--- src/rtl/hazard_ctrl.sv ---
`default_nettype none
// ============================================================================
// Module      : hazard_ctrl
// Description : Pipeline sequencing controller for the 5-stage RV32 core.
//               Each cycle it decides whether every pipeline register
//               advances, holds, or loads a bubble/flush:
//                 - load-use hazard detection in ID (one-cycle bubble)
//                 - branch-taken flush when a BEQ resolves in MEM
//                 - whole-pipe hold while data memory is waiting
//                 - watchdog that latches a sticky error if data memory
//                   never answers (state ERR, left only through reset)
//               Hazard and flush outputs are combinational from the current
//               state and inputs, so they take effect in the same cycle.
//
// Optional    : HAZARD_PERF_CNT_EN (macro) adds saturating counters
//               stall_cycles_o and flush_events_o.
//
// Parameters  : MEM_TIMEOUT  consecutive memory-wait cycles tolerated (>=2)
//               CNT_W        performance counter width (macro build only)
//
// Ports       : clk_i               core clock, rising edge
//               rst_n_i             synchronous active-low reset
//               id_rs1_i, id_rs2_i  source registers of the IF/ID instruction
//               id_uses_rs2_i       ID instruction reads rs2
//               ex_mem_read_i       ID/EX instruction is a load
//               ex_rd_i             ID/EX destination register
//               mem_branch_taken_i  EX/MEM branch resolved taken
//               mem_access_i        EX/MEM instruction accesses data memory
//               dmem_ready_i        data memory completes access this cycle
//               pc_write_o          PC load enable
//               ifid_write_o        IF/ID load enable
//               ifid_flush_o        IF/ID clear to NOP
//               idex_bubble_o       zero control fields loaded into ID/EX
//               idex_hold_o         ID/EX keeps contents
//               exmem_flush_o       zero control fields loaded into EX/MEM
//               exmem_hold_o        EX/MEM keeps contents
//               memwb_bubble_o      zero control fields loaded into MEM/WB
//               dmem_timeout_o      sticky data-memory timeout error
//               stall_cycles_o      cycles with pc_write_o=0 (macro only)
//               flush_events_o      branch flush count (macro only)
//
// Revision    : 1.0  initial release
// ============================================================================

module hazard_ctrl #(
    parameter int MEM_TIMEOUT = 16,
    parameter int CNT_W       = 32
) (
    input  logic             clk_i,
    input  logic             rst_n_i,
    input  logic [4:0]       id_rs1_i,
    input  logic [4:0]       id_rs2_i,
    input  logic             id_uses_rs2_i,
    input  logic             ex_mem_read_i,
    input  logic [4:0]       ex_rd_i,
    input  logic             mem_branch_taken_i,
    input  logic             mem_access_i,
    input  logic             dmem_ready_i,
    output logic             pc_write_o,
    output logic             ifid_write_o,
    output logic             ifid_flush_o,
    output logic             idex_bubble_o,
    output logic             idex_hold_o,
    output logic             exmem_flush_o,
    output logic             exmem_hold_o,
    output logic             memwb_bubble_o,
    output logic             dmem_timeout_o
`ifdef HAZARD_PERF_CNT_EN
    ,
    output logic [CNT_W-1:0] stall_cycles_o,
    output logic [CNT_W-1:0] flush_events_o
`endif
);

    // ------------------------------------------------------------------
    // Constants
    // ------------------------------------------------------------------
    localparam int WCNT_W = $clog2(MEM_TIMEOUT + 1);

    // Wait-counter value seen on the last tolerated wait cycle.
    localparam logic [WCNT_W-1:0] WCNT_LAST = WCNT_W'(MEM_TIMEOUT - 1);

    localparam logic [1:0] ST_RUN      = 2'd0;
    localparam logic [1:0] ST_MEM_WAIT = 2'd1;
    localparam logic [1:0] ST_ERR      = 2'd2;

    // ------------------------------------------------------------------
    // State
    // ------------------------------------------------------------------
    logic [1:0]        state_q,        state_d;
    logic [WCNT_W-1:0] wcnt_q,         wcnt_d;
    logic              dmem_timeout_q, dmem_timeout_d;

    // ------------------------------------------------------------------
    // Hazard conditions
    // ------------------------------------------------------------------
    logic w_mem_wait;
    logic w_load_use;

    // A pending access with memory not ready. In MEM_WAIT, either a ready
    // response or mem_access dropping ends the wait; both look like release.
    assign w_mem_wait = mem_access_i & ~dmem_ready_i;

    // x0 is hard-wired zero, so a load targeting it never creates a hazard.
    assign w_load_use = ex_mem_read_i
                      & (ex_rd_i != 5'd0)
                      & ((ex_rd_i == id_rs1_i)
                         | (id_uses_rs2_i & (ex_rd_i == id_rs2_i)));

    // ------------------------------------------------------------------
    // State register
    // ------------------------------------------------------------------
    always_ff @(posedge clk_i) begin
        if (!rst_n_i) begin
            state_q        <= ST_RUN;
            wcnt_q         <= '0;
            dmem_timeout_q <= 1'b0;
        end else begin
            state_q        <= state_d;
            wcnt_q         <= wcnt_d;
            dmem_timeout_q <= dmem_timeout_d;
        end
    end

    // ------------------------------------------------------------------
    // Next-state logic
    // ------------------------------------------------------------------
    always_comb begin
        state_d        = state_q;
        wcnt_d         = wcnt_q;
        dmem_timeout_d = dmem_timeout_q;

        case (state_q)
            ST_RUN, ST_MEM_WAIT: begin
                if (w_mem_wait) begin
                    // wcnt counts wait cycles already spent, so the cycle
                    // holding WCNT_LAST is the MEM_TIMEOUT-th wait.
                    wcnt_d = wcnt_q + 1'b1;
                    if (wcnt_q == WCNT_LAST) begin
                        state_d        = ST_ERR;
                        dmem_timeout_d = 1'b1;
                    end else begin
                        state_d = ST_MEM_WAIT;
                    end
                end else begin
                    state_d = ST_RUN;
                    wcnt_d  = '0;
                end
            end

            ST_ERR: begin
                // Terminal until reset.
                state_d = ST_ERR;
            end

            default: begin
                state_d = ST_RUN;
                wcnt_d  = '0;
            end
        endcase
    end

    // ------------------------------------------------------------------
    // Output logic
    // ------------------------------------------------------------------
    always_comb begin
        pc_write_o     = 1'b1;
        ifid_write_o   = 1'b1;
        ifid_flush_o   = 1'b0;
        idex_bubble_o  = 1'b0;
        idex_hold_o    = 1'b0;
        exmem_flush_o  = 1'b0;
        exmem_hold_o   = 1'b0;
        memwb_bubble_o = 1'b0;

        if (!rst_n_i) begin
            // Keep the pipe empty while reset is held.
            pc_write_o     = 1'b0;
            ifid_write_o   = 1'b0;
            ifid_flush_o   = 1'b1;
            idex_bubble_o  = 1'b1;
            exmem_flush_o  = 1'b1;
            memwb_bubble_o = 1'b1;
        end else if ((state_q == ST_ERR) || w_mem_wait) begin
            // Freeze everything up to EX/MEM; MEM/WB receives bubbles so a
            // waiting access is not written back more than once.
            pc_write_o     = 1'b0;
            ifid_write_o   = 1'b0;
            idex_hold_o    = 1'b1;
            exmem_hold_o   = 1'b1;
            memwb_bubble_o = 1'b1;
        end else if (mem_branch_taken_i) begin
            // Squash the three younger instructions; PC takes the target.
            ifid_flush_o   = 1'b1;
            idex_bubble_o  = 1'b1;
            exmem_flush_o  = 1'b1;
        end else if (w_load_use) begin
            pc_write_o     = 1'b0;
            ifid_write_o   = 1'b0;
            idex_bubble_o  = 1'b1;
        end
    end

    assign dmem_timeout_o = dmem_timeout_q;

`ifdef HAZARD_PERF_CNT_EN
    // ------------------------------------------------------------------
    // Saturating performance counters
    // ------------------------------------------------------------------
    logic             w_flush_evt;
    logic [CNT_W-1:0] stall_cycles_q;
    logic [CNT_W-1:0] flush_events_q;

    assign w_flush_evt = rst_n_i & (state_q != ST_ERR) & ~w_mem_wait
                       & mem_branch_taken_i;

    always_ff @(posedge clk_i) begin
        if (!rst_n_i) begin
            stall_cycles_q <= '0;
            flush_events_q <= '0;
        end else begin
            if (!pc_write_o && (stall_cycles_q != '1)) begin
                stall_cycles_q <= stall_cycles_q + 1'b1;
            end
            if (w_flush_evt && (flush_events_q != '1)) begin
                flush_events_q <= flush_events_q + 1'b1;
            end
        end
    end

    assign stall_cycles_o = stall_cycles_q;
    assign flush_events_o = flush_events_q;
`else
    // Counters absent in this build.
`endif

endmodule

`default_nettype wire

--- config.mk ---
export PLATFORM = sky130hd
export DESIGN_NAME = hazard_ctrl
export DESIGN_NICKNAME = d
export VERILOG_FILES = /design/src/rtl/hazard_ctrl.sv
export SDC_FILE = /design/constraint.sdc
export NUM_CORES = 1
export LEC_CHECK = 0
export ABC_AREA = 1
export BUFFER_PORTS_ARGS = -buffer_cell sky130_fd_sc_hd__buf_2
export CAP_MARGIN = 20
export CORE_MARGIN = 2
export CORE_UTILIZATION = 47
export DETAILED_ROUTE_END_ITERATION = 10
export GPL_TIMING_DRIVEN = 0
export PLACE_DENSITY = 0.81
export REMOVE_ABC_BUFFERS = 1
export SYNTH_ARGS = -nofsm -noshare
export SYNTH_HDL_FRONTEND = slang
export SYNTH_SLANG_ARGS = --single-unit
--- constraint.sdc ---
create_clock -name clk_i -period 2.7 [get_ports clk_i]
set_clock_uncertainty 0.1 [all_clocks]
set_input_delay 0.135 -clock clk_i [delete_from_list [all_inputs] [get_ports clk_i]]
set_output_delay 0.135 -clock clk_i [all_outputs]
set_load 0.005 [all_outputs]
## Word level (Yosys, flattened, before mapping)

Cells that the tools add are included.

- Memory bits (writable): 0
- Output and inout bits: 9
- Bits in read-only memories: 0
- Input port bits: 22
- Memories: 0
- Word-level logic and storage cells: 39
- Register bits: 8
- Latch bits: 0

- Shifts and indexed selects: 0
- Reductions and logical operators: 5
- Divide/modulo/power cells: 0
- Add/sub/neg operators: 1
- Bitwise gates (word level): 6
- Order comparisons: 0
- Eq/ne operators: 5
- Mux-type cells: 19
- Multiply operators: 0

Operators with widths:

| operator | number |
|---|---|
| two-way mux 1 bit | 14 |
| equality test 5 bit | 2 |
| case mux 5 bit (2 select lines) | 1 |
| adder 5 x 1 -> 5 bit, second input constant | 1 |
| equality test 5 x 4 -> 1 bit, second input constant | 1 |
| two-way mux 5 bit | 1 |
| nonzero test 5 bit | 1 |
| AND 1 bit | 4 |
| two-way mux 2 bit | 2 |
| case mux 2 bit (2 select lines) | 1 |
| AND reduction 3 bit | 1 |
| equality test 2 x 1 -> 1 bit, second input constant | 1 |
| equality test 2 bit, second input constant | 1 |
| zero test 2 bit | 1 |
| OR reduction 2 bit | 1 |
| logical OR 1 bit | 1 |
| NOT 1 bit | 1 |
| OR 1 bit | 1 |

## Logic depth before layout (Yosys ltp)

- Depth in word-level cells: 8
- Gate-level depth with buffers: 10
- Gate-level depth less buffers: 9

## Worst setup path before layout

OpenSTA, ideal clock, no wires.

- Path kind: reg2out
- Start: register state_q[1]
- End: output port idex_hold_o
- Path slack: 1502 ps
- Stages on the path, launching flop included: 8
- Required time: 2465 ps
- Path buffers: 1
- Arrival time: 963 ps
- Cells stage by stage: dfxtp_1 inv_2 nor2_4 inv_2 nand2_2 inv_1 nor2_1 buf_4

- Cells in the longest elaborated chain, start to end: 4

Ends and longest elaborated chain:

| item | line | text |
|---|---|---|
| start: declaration | 90 | `logic [1:0] state_q, state_d;` |
| start signal: assignment | 119 | `state_q <= state_d;` |
| equality test 2 bit | 184 | `end else if ((state_q == ST_ERR) \|\| w_mem_wait) begin` |
| logical OR 1 bit | 184 |  |
| two-way mux 1 bit (2 in a row) | - |  |
| end: declaration | 63 | `output logic idex_hold_o,` |

Every way passes these cells.

## Final worst setup path

- Start: register state_q[1]
- End: output port idex_hold_o

- Cells in the longest elaborated chain, start to end: 4

Ends and longest elaborated chain:

| item | line | text |
|---|---|---|
| equality test 2 bit | 184 |  |
| logical OR 1 bit | 184 |  |
| two-way mux 1 bit | 184 |  |
| two-way mux 1 bit | 176 | `if (!rst_n_i) begin` |

Every way passes these cells.

==> reports/metrics.csv <==
stage,metric,value,unit
setup_path,crit path max fanout,4,
setup_path,"Top cell by count, worst path",inv_2,
routing,Remaining DRCs,0,
placement,Port Buffers,30,
setup_path,Required @ worst endpoint,2.47,ns
routing,Routed Antenna Nets,0,
timing,RSZ-0062 raised after global routing,false,
cts,CTS hold repair buffers,0,
power_and_ir_drop,leak pwr,0.490,nW
routing,DRT iter0 DRCs,5,
routing,"wirelength, routed",1.29,mm
global_route,global-route wire length before repair,2.07,mm
synth,register bit total from synthesis,8,
synth,largest area contributor in the netlist,dfxtp_1,
timing,crit path time final,1.50,ns
global_route,largest net degree at the start of global routing,8,
outcome,status,"complete, no violations",
cts,Root Buffer,clkbuf_4,
synth,Post-Syn Area,638,um^2
synth,Post-Syn Instances,112,
cts,Worst-path clk slew,0.05,ns
setup_path,Worst setup SP type,flop,
worst_hold_path,path type of the worst min-delay path,in2reg,
routing,Vias/cell,4.62,
run,maxcap violations,0,
global_route,Overflow after GRT,0,
setup_path,Reg2Reg Launch Point,wcnt_q[0],
setup_path,crit end category,output pin,
floorplanning,Die ar.,1670,um^2
routing,routed via count,726,
finish,Nets,168,
finish,fin util,62.8,%
timing,minimum hold slack,0.0583,ns
power_and_ir_drop,pwr dens,345,nW/um^2
floorplanning,initial core utilization,49.7,%
global_route,vias in the first global route,559,
synth,register area share after synthesis,25.1,%
floorplanning,I/O Pins,31,
cts,cts bufs inserted,3,
floorplanning,CORE AREA,1280,um^2
synth,synth warn,0,
timing,final hold violation count,0,
cts,cts repair resizes,0,
finish,area grow syn2layout,26.5,%
floorplanning,die height,40.8,um
finish,# diodes,0,
placement,DP HPWL,1.13,mm
cts,clock latency on the worst-skew pair,0.25,ns
setup_path,critical path class,reg2out,
timing,Slew headroom,86.0,%
cts,setup repair bufs after CTS,0,
finish,fillers,128,
timing,Max Clk Rate,666,MHz
setup_path,Crit path largest cell delay,0.38,ns
floorplanning,DIE WIDTH,40.8,um
timing,Worst-Margin Slew,0.210,ns
finish,most frequent cells in the layout,"37 x nand2_1, 30 x buf_2, 23 x inv_1, 12 x nor2_1, 8 x dfxtp_1",
worst_hold_path,min-delay src,rst_n_i,
floorplanning,Cell Rows,13,
setup_path,CP arrival,1.27,ns
global_route,number of antenna violations at the first check in global routing,0,
cts,clock sinks,8,
cts,clock buffer depth,2,
placement,Placer Congestion,0.766,
timing,final setup vio count,0,
finish,"most common cell after layout, fill and taps aside",nand2_1,
timing,Fin Setup TNS,0,ns
power_and_ir_drop,VDD IR max,0.135,mV
synth,"top cells by area, synth","dfxtp_1 25%, nand2_1 22%, inv_1 14%",
routing,Pre-Repair DR Iteration Count,4,
global_route,GRT Total Usage,18.5,%
synth,Netlist cell types,18,
setup_path,CP max stage cell,dfxtp_1,
setup_path,Setup crit start,state_q[1],
timing,Slew Limit Fails,0,
routing,routed length per instance,8.24,um
cts,CTS H-tree depth,1,
cts,CTS tree,done,
synth,Synth Area per Inst,5.70,um^2
synth,area share of the largest cell type after synthesis,25.1,%
finish,layout cells sized above 1,29.6,%
setup_path,crit-path cells,inv_2 > nor2_4 > inv_2 > nand2_2 > inv_1 > nor2_1 > buf_2,
timing,crit share post-route,55.6,%
-- metal layers --
metal | wire (um) | global-route usage [%] | vias up
met1 | 570 | 22.1 | 306
met2 | 630 | 30.9 | 22
met3 | 79 | 2.72 | 2
met5 | 0 | 0 | -
li1 | - | - | 396
met4 | 14 | 10.8 | 0
-- worst max-delay path, delay by kind of cell, from the launching register on --
family | cells | cell delay, ns
DFF | 1 | 0.38
and+or+nand+nor | 3 | 0.32
buffers and inverters | 4 | 0.31
-- stage by stage --
stage	cell area, um^2	cells	setup slack [ns]	power, mW
2_1_floorplan	616	109	1.53	0.160
3_3_place_gp	785	154	1.46	0.190
3_5_place_dp	785	154	1.46	0.192
4_1_cts	807	157	1.17	0.283
5_1_grt	807	157	1.05	0.298
6_report	807	157	1.20	0.278
-- state kept, by name, summed over array words and instances (netlist names) --
| signal | cells |
|---|---|
| wcnt_q | 5 |
| dmem_timeout_o | 1 |
| state_q | 2 |
-- final timing paths --
path | endpoint | slack [ns] | cells after the start
max | idex_hold_o | 1.20 | 7
min | wcnt_q[3] | 0.06 | 3
min reg2reg | dmem_timeout_o | 0.35 | 2
max reg2reg | wcnt_q[4] | 1.45 | 5
-- synth_stat cells --
library cell  instances
nand2_1              37
inv_1                23
nor2_1               12
dfxtp_1               8
a21oi_1               5
inv_2                 5
nand3_1               5
buf_4                 3
o21ai_0               3
ha_1                  2
nor2_4                2
a22oi_1               1
nand2_2               1
nand4_1               1
o21a_1                1
o21ai_2               1
o32ai_1               1
xnor2_1               1
-- power by group --
part	leakage, nW	switching (mW)	internal, mW
clock	0.0138	0.0385	0.0507
sequential	0.0648	0.00181	0.120
combinational	0.411	0.0365	0.0306
total	0.490	0.0768	0.202
-- final cells by class --
cell class | instances | area (um^2) | area share [%]
multi-input cells | 73 | 350 | 43.4
flip-flops and latches | 8 | 160 | 19.8
repair buffers | 30 | 150 | 18.6
inverters | 28 | 105 | 13.0
clock buffers | 3 | 22.5 | 2.79
well taps | 15 | 18.8 | 2.33
-- kinds of logic after synthesis --
kind of cell / Yosys count / synth area share (%)
buf+inv: 31 / 20.0
simple gates: 58 / 38.2
xor+xnor: 1 / 1.37
compound gates: 12 / 11.4
flops: 8 / 25.1
fa+ha+maj: 2 / 3.92
Power figures use the tool's default switching activity.
